<file path="config.mk">
export PLATFORM = sky130hd
export DESIGN_NAME = instr_fetch
export DESIGN_NICKNAME = d
export VERILOG_FILES = /design/src/rtl/instr_fetch.sv
export SDC_FILE = /design/constraint.sdc
export NUM_CORES = 1
export LEC_CHECK = 0
export BUFFER_PORTS_ARGS = -buffer_cell sky130_fd_sc_hd__buf_2
export CAP_MARGIN = 20
export CORE_UTILIZATION = 40
export DETAILED_ROUTE_END_ITERATION = 12
export HOLD_SLACK_MARGIN = 0.12
export PLACE_DENSITY = 0.64
export SLEW_MARGIN = 40
export SYNTH_ARGS = -nofsm -noshare
export SYNTH_HDL_FRONTEND = slang
export SYNTH_SLANG_ARGS = --single-unit
export TNS_END_PERCENT = 10
</file>
<file path="constraint.sdc">
create_clock -name clk -period 16.69 [get_ports clk]
set_input_delay 0.8345 -clock clk [delete_from_list [all_inputs] [get_ports clk]]
set_output_delay 0.8345 -clock clk [all_outputs]
set_load 0.03 [all_outputs]
</file>
<file path="src/rtl/instr_fetch.sv">
// Instruction fetch unit: a small program memory plus a FETCH/VALID handshake
// that issues a bounded run of instructions at controller-supplied addresses.
module instr_fetch #(
  parameter int unsigned DEPTH = 16
) (
  input  logic        clk,
  input  logic        reset,
  input  logic        prog_we,
  input  logic [3:0]  prog_addr,
  input  logic [19:0] prog_data,
  input  logic        run,
  input  logic [4:0]  run_len,
  input  logic        halt,
  input  logic [3:0]  address,
  input  logic        instr_ack,
  output logic [3:0]  opcode,
  output logic [7:0]  operand_a,
  output logic [7:0]  operand_b,
  output logic        op,
  output logic        busy,
  output logic        done,
  output logic        prog_err,
  output logic [4:0]  issued
);

  localparam int unsigned AW  = $clog2(DEPTH);
  localparam int unsigned LW  = AW + 1;
  localparam int unsigned IW  = 20;
  localparam int unsigned OPW = 4;
  localparam int unsigned DW  = 8;

  typedef enum logic [1:0] {IDLE, FETCH, VALID, FINISH} state_t;

  state_t          state, state_next;
  logic [IW-1:0]   mem [DEPTH];
  logic [LW-1:0]   len;
  logic [LW-1:0]   len_sat;
  logic            start;
  logic            accept;
  logic            last;

  assign len_sat = (run_len > LW'(DEPTH)) ? LW'(DEPTH) : run_len;
  assign start   = (state == IDLE) && run;
  assign accept  = (state == VALID) && instr_ack;
  assign last    = (issued + LW'(1)) == len;

  // State register
  always_ff @(posedge clk or posedge reset) begin
    if (reset) state <= IDLE;
    else       state <= state_next;
  end

  // Next-state logic; halt overrides every non-idle transition
  always_comb begin
    state_next = state;
    case (state)
      IDLE:    if (run) state_next = (run_len == '0) ? FINISH : FETCH;
      FETCH:   state_next = VALID;
      VALID:   if (instr_ack) state_next = last ? FINISH : FETCH;
      FINISH:  state_next = IDLE;
      default: state_next = IDLE;
    endcase
    if (halt && (state != IDLE)) state_next = IDLE;
  end

  // Program memory, presented instruction, run bookkeeping and status pulses
  always_ff @(posedge clk or posedge reset) begin
    if (reset) begin
      for (int unsigned i = 0; i < DEPTH; i++) mem[AW'(i)] <= '0;
      len       <= '0;
      issued    <= '0;
      opcode    <= '0;
      operand_a <= '0;
      operand_b <= '0;
      op        <= 1'b0;
      busy      <= 1'b0;
      done      <= 1'b0;
      prog_err  <= 1'b0;
    end else begin
      if ((state == IDLE) && prog_we) mem[prog_addr] <= prog_data;
      prog_err <= prog_we && (state != IDLE);
      done     <= (state == FINISH) && !halt;
      op       <= state_next == VALID;
      busy     <= state_next != IDLE;
      if (start) begin
        len    <= len_sat;
        issued <= '0;
      end
      if (accept) issued <= issued + LW'(1);
      if ((state == FETCH) && !halt) begin
        opcode    <= mem[address][IW-1 -: OPW];
        operand_b <= mem[address][2*DW-1 -: DW];
        operand_a <= mem[address][DW-1:0];
      end
    end
  end

endmodule

</file>
[Word-level counts from Yosys, hierarchy flattened]
Index checks and enable logic that the tools add are counted.
Word-level totals
  register bits after elaboration: 356
  input bits: 39
  ROM bits: 0
  memories kept: 0
  latch bits: 0
  output and inout port bits: 29
  RAM bits: 0
  word-level logic and storage cells: 67
Cells by class
  $mul: 0
  divide/modulo/power cells: 0
  shift-type cells: 0
  bitwise operators: 2
  mux-type cells: 15
  $add $sub $neg: 1
  equal/unequal tests: 5
  $lt $le $gt $ge: 4
  reductions and logical operators: 14
Operators with widths (count)
  $bwmux 320: 1
  $bmux 20 s4: 1
  $demux 20 s4: 1
  $mux 20: 3
  $mux 5: 3
  $ge 5x5->1 const B: 2
  $mux 2: 5
  $not 4->5: 2
  $logic_and 1x1->1: 8
  $pmux 2 s4: 1
  $eq 2x2->1 const B: 3
  $reduce_bool 2->1: 3
  $add 5x1->5 const B: 1
  $eq 5x5->1: 1
  $gt 5x5->1 const B: 1
  $logic_not 5->1: 1
  $lt 5x1->1 const B: 1
  $eq 2x1->1 const B: 1
  $logic_not 2->1: 1
  $logic_not 1->1: 1

[Depth between registers and ports, before layout]
Gate-level depths: netlist of the first run.
  word-level depth: 7
  gate-level depth with buffers: 6

[Worst setup path before layout of the first run]
OpenSTA, ideal clock, no wires.
  kind: in2reg
  start point: in address[2]
  end point: reg operand_a[0]
  cell stages on the path: 6
  buffers on the path: 2
  data required time: 16.558 ns
  setup slack: 14.549 ns
  arrival time: 2.009 ns
  cell sequence: buf_2 -> clkbuf_1 -> mux4_2 -> mux2i_1 -> a2bb2oi_1 -> o21ai_1
Between the ends
  cells in the longest elaborated chain, start to end: 4
Ends and longest elaborated chain
  start: declaration: line 14  | input logic [3:0] address,
  $not 4->5 (implied by the code): line 93  | operand_a <= mem[address][DW-1:0];
  $bmux 20 s4: line 93
  $mux 20 (implied by the code) (2 in series): line 93
  end signal: assignment: line 93
  end: declaration: line 17  | output logic [7:0] operand_a,
No other way between the ends. The select of a mux whose other input is x is not followed.
A chain may end at the register's enable or synchronous reset.

[Worst setup path after layout of the first run]
  start point: reg state[1]
  end point: reg mem[71] (netlist name)
Between the ends
  cells in the longest elaborated chain, start to end: 2
Ends and longest elaborated chain
  start: declaration: line 34  | state_t state, state_next;
  start signal: assignment: line 50  | else state <= state_next;
  $logic_not 2->1: line 80  | if ((state == IDLE) && prog_we) mem[prog_addr] <= prog_data;
  $logic_and 1x1->1: line 80
  end signal: indexed assignment: line 80
  end: declaration: line 35  | logic [IW-1:0] mem [DEPTH];
No other way between the ends.

==> results of run 1 <==
## cells in the mapped netlist, drive strengths merged, types with 2 or more instances
master	count
a22o	2
inv	2
buf	52
mux4	79
o21ai	28
xnor2	5
nor3	3
nor2	12
nand3	6
nor3b	2
nand2	22
nor4b	2
xor2	3
a2bb2oi	20
dfrtp	356
nor2b	6
mux2	322
a21oi	2
clkbuf	33
mux2i	41
nand2b	11
and2	2
## metrics by stage
step | std cells | power (W)
after floorplan | 1023 | 0.00207
after global placement | 1552 | 0.00222
after detailed placement | 1552 | 0.00226
after CTS | 1624 | 0.00312
after global routing | 1626 | 0.00327
final | 1627 | 0.00310
## where the power goes
group	switching (W)	internal, W	leakage, nW
registers	0.000203	0.00126	4.53
logic	0.000284	0.000495	2.97
clock network	0.000351	0.000507	0.640
## logic make-up after synthesis
kind of cell	count (synthesis)
multiplexers	442
flip-flops	356
buffers and inverters	87
AND/OR/NAND/NOR	70
AO/OA/AOI/OAI	58
XOR/XNOR	9
adder cells (fa/ha/maj)	1
## per-layer routing
metal  track usage  vias up
met3        0.0268       53
met5             0        -
li1              -     3903
met2         0.294      169
met1         0.273     4717
met4        0.0459        0
## critical path: stages, from the launching register on
cell and delay (ps):
dfrtp_1 570, nor4b_4 290, nand2b_1 210, nor2_2 690, buf_4 430, mux2_2 370
## cell type report
type                            count  area [um^2]  area share
Sequential cell                   356         8910       0.490
Multi-Input combinational cell    580         6750       0.371
Clock buffer                       60         1190      0.0652
Tap cell                          525          657      0.0361
Timing Repair Buffer               91          568      0.0312
Clock inverter                     12          106     0.00585
Inverter                            2         15.0    0.000825
Antenna cell                        1         2.50    0.000138
## flip-flops by register name (all words and copies together) (netlist names)
name / cells
done: 1
busy: 1
prog_err: 1
len: 5
operand_a: 8
issued: 5
state: 2
opcode: 4
mem: 320
operand_b: 8
op: 1
## final timing paths
check,start,to,slack (ps),cells past startpoint
max,state[1],mem[71],14010,5
min,reset,mem[32],260,2
max reg2reg,state[1],mem[71],14010,5
min reg2reg,operand_b[5],operand_b[5],500,2
max in group asynchronous,reset,mem[278],14540,6
min in group clk,operand_b[5],operand_b[5],500,2
==> impl_metrics.env, run 1 <==
export IMPL_p_leak_nw=8.14
export IMPL_grt_use_total=0.187
export IMPL_routed_wl_mm=37.2
export IMPL_syn_avg_cell_area_um2=15.7
export IMPL_die_h_um=203
export IMPL_netlist_instances=1023
export IMPL_final_nets=1110
export IMPL_syn_num_nets=1063
export IMPL_cts_buffers=39
export IMPL_top_layer="met4"
export IMPL_grt_max_degree=103
export IMPL_hold_viol_final=0
export IMPL_peakVddDrop_v=0.0000740
export IMPL_worst_path_max_fanout=14
export IMPL_path_clk_slew_ps=60
export IMPL_fin_hold_ws_ps=264
export IMPL_fin_skew_ps=16.2
export IMPL_rsz0062_at_grt="false"
export IMPL_drive_gt1_frac=0.516
export IMPL_synth_distinct_cells=44
export IMPL_synth_simple_area_share=0.0238
export IMPL_synthMuxAreaShare=0.362
export IMPL_remaining_drc_errors=0
export IMPL_post_cts_resized=0
export IMPL_start_util=0.405
export IMPL_cts_setup_buffers=0
export IMPL_routed_via_count=8842
export IMPL_routed_wl_met3_mm=1.55
export IMPL_status="complete, no violations"
export IMPL_final_cell_area_mm2=0.0182
export IMPL_yosysSeqAreaShare=0.553
export IMPL_drtPass1Iterations=4
export IMPL_viasPerCell=5.43
export IMPL_synth_xor_area_frac=0.00583
export IMPL_overflow=0
export IMPL_fillers=3454
export IMPL_grt_pass1_wl_mm=58.3
export IMPL_cp_end_kind="flip-flop"
export IMPL_tns_ps=0
export IMPL_post_place_ws_ps=13180
export IMPL_m1WireLength_mm=17.6
export IMPL_synthAdderAreaFrac=0.000777
export IMPL_yosysTopAreaCell="dfrtp_1"
export IMPL_htree_levels=2
export IMPL_postCtsHoldBufs=0
export IMPL_layout_common_cells="dfrtp_1, mux2_2, mux4_2"
export IMPL_die_w_um=203
export IMPL_dpl_cell_area_mm2=0.0168
export IMPL_wl_met2_mm=17.2
export IMPL_timing_fmax_mhz=373
export IMPL_avgRoutedWirePerCell_um=22.8
export IMPL_num_io_pins=68
export IMPL_gp_congestion=0.772
export IMPL_maxCapViolations=0
export IMPL_area_growth_pct=12.9
export IMPL_finalMaxSlewViolations=0
export IMPL_synth_top_area_frac=0.553
export IMPL_antenna_left=0
export IMPL_first_global_vias=9399
export IMPL_crit_type="flip-flop to flip-flop"
export IMPL_synth_ff_type="dfrtp_1"
export IMPL_die_area_mm2=0.0411
export IMPL_period_minus_slack_ps=2680
export IMPL_synth_compound_area_share=0.0245
export IMPL_synth_edff_count=0
export IMPL_portBuffers=67
export IMPL_dp_hpwl_mm=20.8
export IMPL_fin_util=0.458
export IMPL_cts_tree="yes"
export IMPL_postSynth_asyncResetShare=1.00
export IMPL_clock_root_buffer="clkbuf_16"
export IMPL_hold_path_class="input port to asynchronous set/reset pin"
export IMPL_coreArea_mm2=0.0397
export IMPL_clock_latency_ps=530
export IMPL_setup_viol=0
export IMPL_first_iter_violations=444
export IMPL_grt_antenna_before_repair=1
export IMPL_final_common_cell="dfrtp_1"
export IMPL_worstPathArrival_ps=3090
export IMPL_synth_area_mm2=0.0161
export IMPL_period_share=0.161
export IMPL_yosys_top_cells_area="dfrtp_1, mux2_2, mux4_2"
export IMPL_tightest_slew_ps=897
export IMPL_slew_limit_headroom=0.402
export IMPL_power_density_mw_per_mm2=170
export IMPL_synth_top_family_by_area="multiplexers"
export IMPL_synth_seq_cells=356
export IMPL_finalWorstSetupSlack_ps=14010
export IMPL_crit_required_ps=17100
export IMPL_clock_sinks=356
export IMPL_critPathLaunchType="flip-flop"
export IMPL_rows=73
export IMPL_clk_path_buf_depth=3
export IMPL_yosys_warnings=0
Power figures use the tool's default switching activity.
==> inputs of run 2 (changes only) <==
- PLACE_DENSITY: 0.64 -> 0.66
- clock period: 16.69 -> 2.3 ns (I/O delays scaled with it)
==> run 2 against run 1 <==
Combinational power grew to 7.5 times the previous value. Clock skew up 5.3 ps. Clock power grew to 7.4 times the previous value. Critical path type unchanged. Highest routed layer unchanged. Sequential share of layout area fell by 1.8 points.
==> impl_metrics.env, run 2 (synthesis gave the netlist of run 1 again) <==
export IMPL_tightest_slew_ps=731
export IMPL_first_global_vias=9959
export IMPL_first_iter_violations=551
export IMPL_grt_max_degree=85
export IMPL_worstRegToRegCells=5
export IMPL_largest_register_ffs=320
export IMPL_routed_wl_mm=36.3
export IMPL_cp_end_kind="flip-flop"
export IMPL_multiInputGateArea_mm2=0.00674
export IMPL_rows=73
export IMPL_gp_congestion=0.808
export IMPL_clk_path_buf_depth=3
export IMPL_post_cts_resized=0
export IMPL_htree_levels=2
export IMPL_grt_pass1_wl_mm=58.7
export IMPL_grt_use_total=0.186
export IMPL_use_met2=0.303
export IMPL_met3_usage=0.0305
export IMPL_crit_type="flip-flop to flip-flop"
export IMPL_final_cell_count_no_fill=1690
export IMPL_hold_viol_final=0
export IMPL_worstPathArrival_ps=2360
export IMPL_reg2reg_to="mem[46]"
export IMPL_routed_via_count=9148
export IMPL_path_clk_slew_ps=60
export IMPL_maxCapViolations=0
export IMPL_die_w_um=203
export IMPL_p_leak_nw=8.48
export IMPL_rsz0062_at_grt="false"
export IMPL_critPathLaunchType="flip-flop"
export IMPL_layout_common_cells="dfrtp_1, mux2_2, mux4_2"
export IMPL_post_place_ws_ps=411
export IMPL_finalWorstSetupSlack_ps=363
export IMPL_drive_gt1_frac=0.516
export IMPL_setup_viol=0
export IMPL_final_common_cell="dfrtp_1"
export IMPL_antenna_left=0
export IMPL_cts_tree="yes"
export IMPL_final_nets=1177
export IMPL_hold_path_class="input port to asynchronous set/reset pin"
export IMPL_final_cell_area_mm2=0.0189
export IMPL_power_density_mw_per_mm2=1200
export IMPL_top_regs="mem (320), operand_a (8), operand_b (8)"
export IMPL_postCtsHoldBufs=34
export IMPL_start_util=0.405
export IMPL_period_share=0.842
export IMPL_period_minus_slack_ps=1940
export IMPL_grt_use_met1=0.254
export IMPL_worst_path_max_fanout=15
export IMPL_cts_buffers=38
export IMPL_avgRoutedWirePerCell_um=21.5
export IMPL_clock_sinks=356
export IMPL_p_total_w=0.0227
export IMPL_grt_antenna_before_repair=0
export IMPL_seq_area_mm2=0.00891
export IMPL_dpl_cell_area_mm2=0.0173
export IMPL_dp_hpwl_mm=22.6
export IMPL_cts_setup_buffers=0
export IMPL_overflow=0
export IMPL_largest_register="mem"
export IMPL_area_growth_pct=17.3
export IMPL_num_io_pins=68
export IMPL_drtPass1Iterations=4
export IMPL_coreArea_mm2=0.0397
export IMPL_r2r_slack_ps=360
export IMPL_dp_cells=1588
export IMPL_grt_busiest_layer="met2"
export IMPL_crit_required_ps=2720
export IMPL_timing_fmax_mhz=516
export IMPL_clock_root_buffer="clkbuf_16"
export IMPL_peakVddDrop_v=0.000529
export IMPL_finalMaxSlewViolations=0
export IMPL_clock_latency_ps=540
export IMPL_fin_skew_ps=21.5
export IMPL_status="complete, no violations"
export IMPL_r2r_start="state[1]"
export IMPL_slew_limit_headroom=0.513
export IMPL_viasPerCell=5.41
export IMPL_fillers=3426
export IMPL_die_h_um=203
export IMPL_die_area_mm2=0.0411
export IMPL_n_antenna_cell=0
export IMPL_remaining_drc_errors=0
export IMPL_portBuffers=67
==> run 2: changes by cell type in the layout (fill, tap and decap cells not counted), moves of 2 or more <==
cell           before  now
buf_12              1   13
buf_4              20   47
buf_6               4    0
bufinv_16           1    4
clkbuf_1            9    4
clkbuf_16          40   38
clkbuf_8           11    9
clkinv_2            7    9
dlygate4sd3_1       0   34
==> run 2: layout make-up <==
cell class	instances	area share
inverter	2	0.000596
sequential	356	0.472
clock inverter	17	0.0109
clock buffer	51	0.0577
timing repair buffer	159	0.0677
tap	525	0.0348
multi-input combinational	580	0.357
==> run 2: how the worst max path moves through the flow <==
stage / endpoint / slack [ps] / startpoint / cells past startpoint
2_1_floorplan: busy / -2590 / reset / 1
3_3_place_gp: mem[46] / 470 / state[0] / 5
3_5_place_dp: mem[46] / 410 / state[1] / 5
6_report: mem[46] / 360 / state[1] / 5
5_1_grt: mem[298] / 270 / state[1] / 5
4_1_cts: mem[283] / 400 / state[1] / 5
==> run 2: worst max-delay path, stage by stage (launching register included) <==
cell and delay [ps]:
dfrtp_1 440, nor2_2 190, nand4b_1 320, nor2_2 290, buf_12 220, mux2_2 350
==> run 2: per-layer routing <==
layer | share of wire | vias to the layer above | wire [um]
met5 | 0 | - | 0
met4 | 0.025 | 0 | 896
met3 | 0.033 | 60 | 1210
met2 | 0.48 | 140 | 17600
met1 | 0.46 | 4926 | 16600
li1 | - | 4022 | -
==> run 2: through the flow <==
step           hold slack, ps  TNS [ps]  utilization
6_report                  174         0        0.475
5_1_grt                   205         0        0.475
4_1_cts                   167         0        0.475
3_5_place_dp              181         0        0.434
3_3_place_gp              178         0        0.434
2_1_floorplan             182   -920380            -
==> run 2: power breakdown <==
group          leakage, nW  total [W]  switching, W  internal [W]
Combinational         3.31    0.00587       0.00217       0.00371
Sequential            4.53     0.0105       0.00142       0.00913
Clock                0.646    0.00631       0.00252       0.00379
Total                 8.48     0.0227       0.00611        0.0166
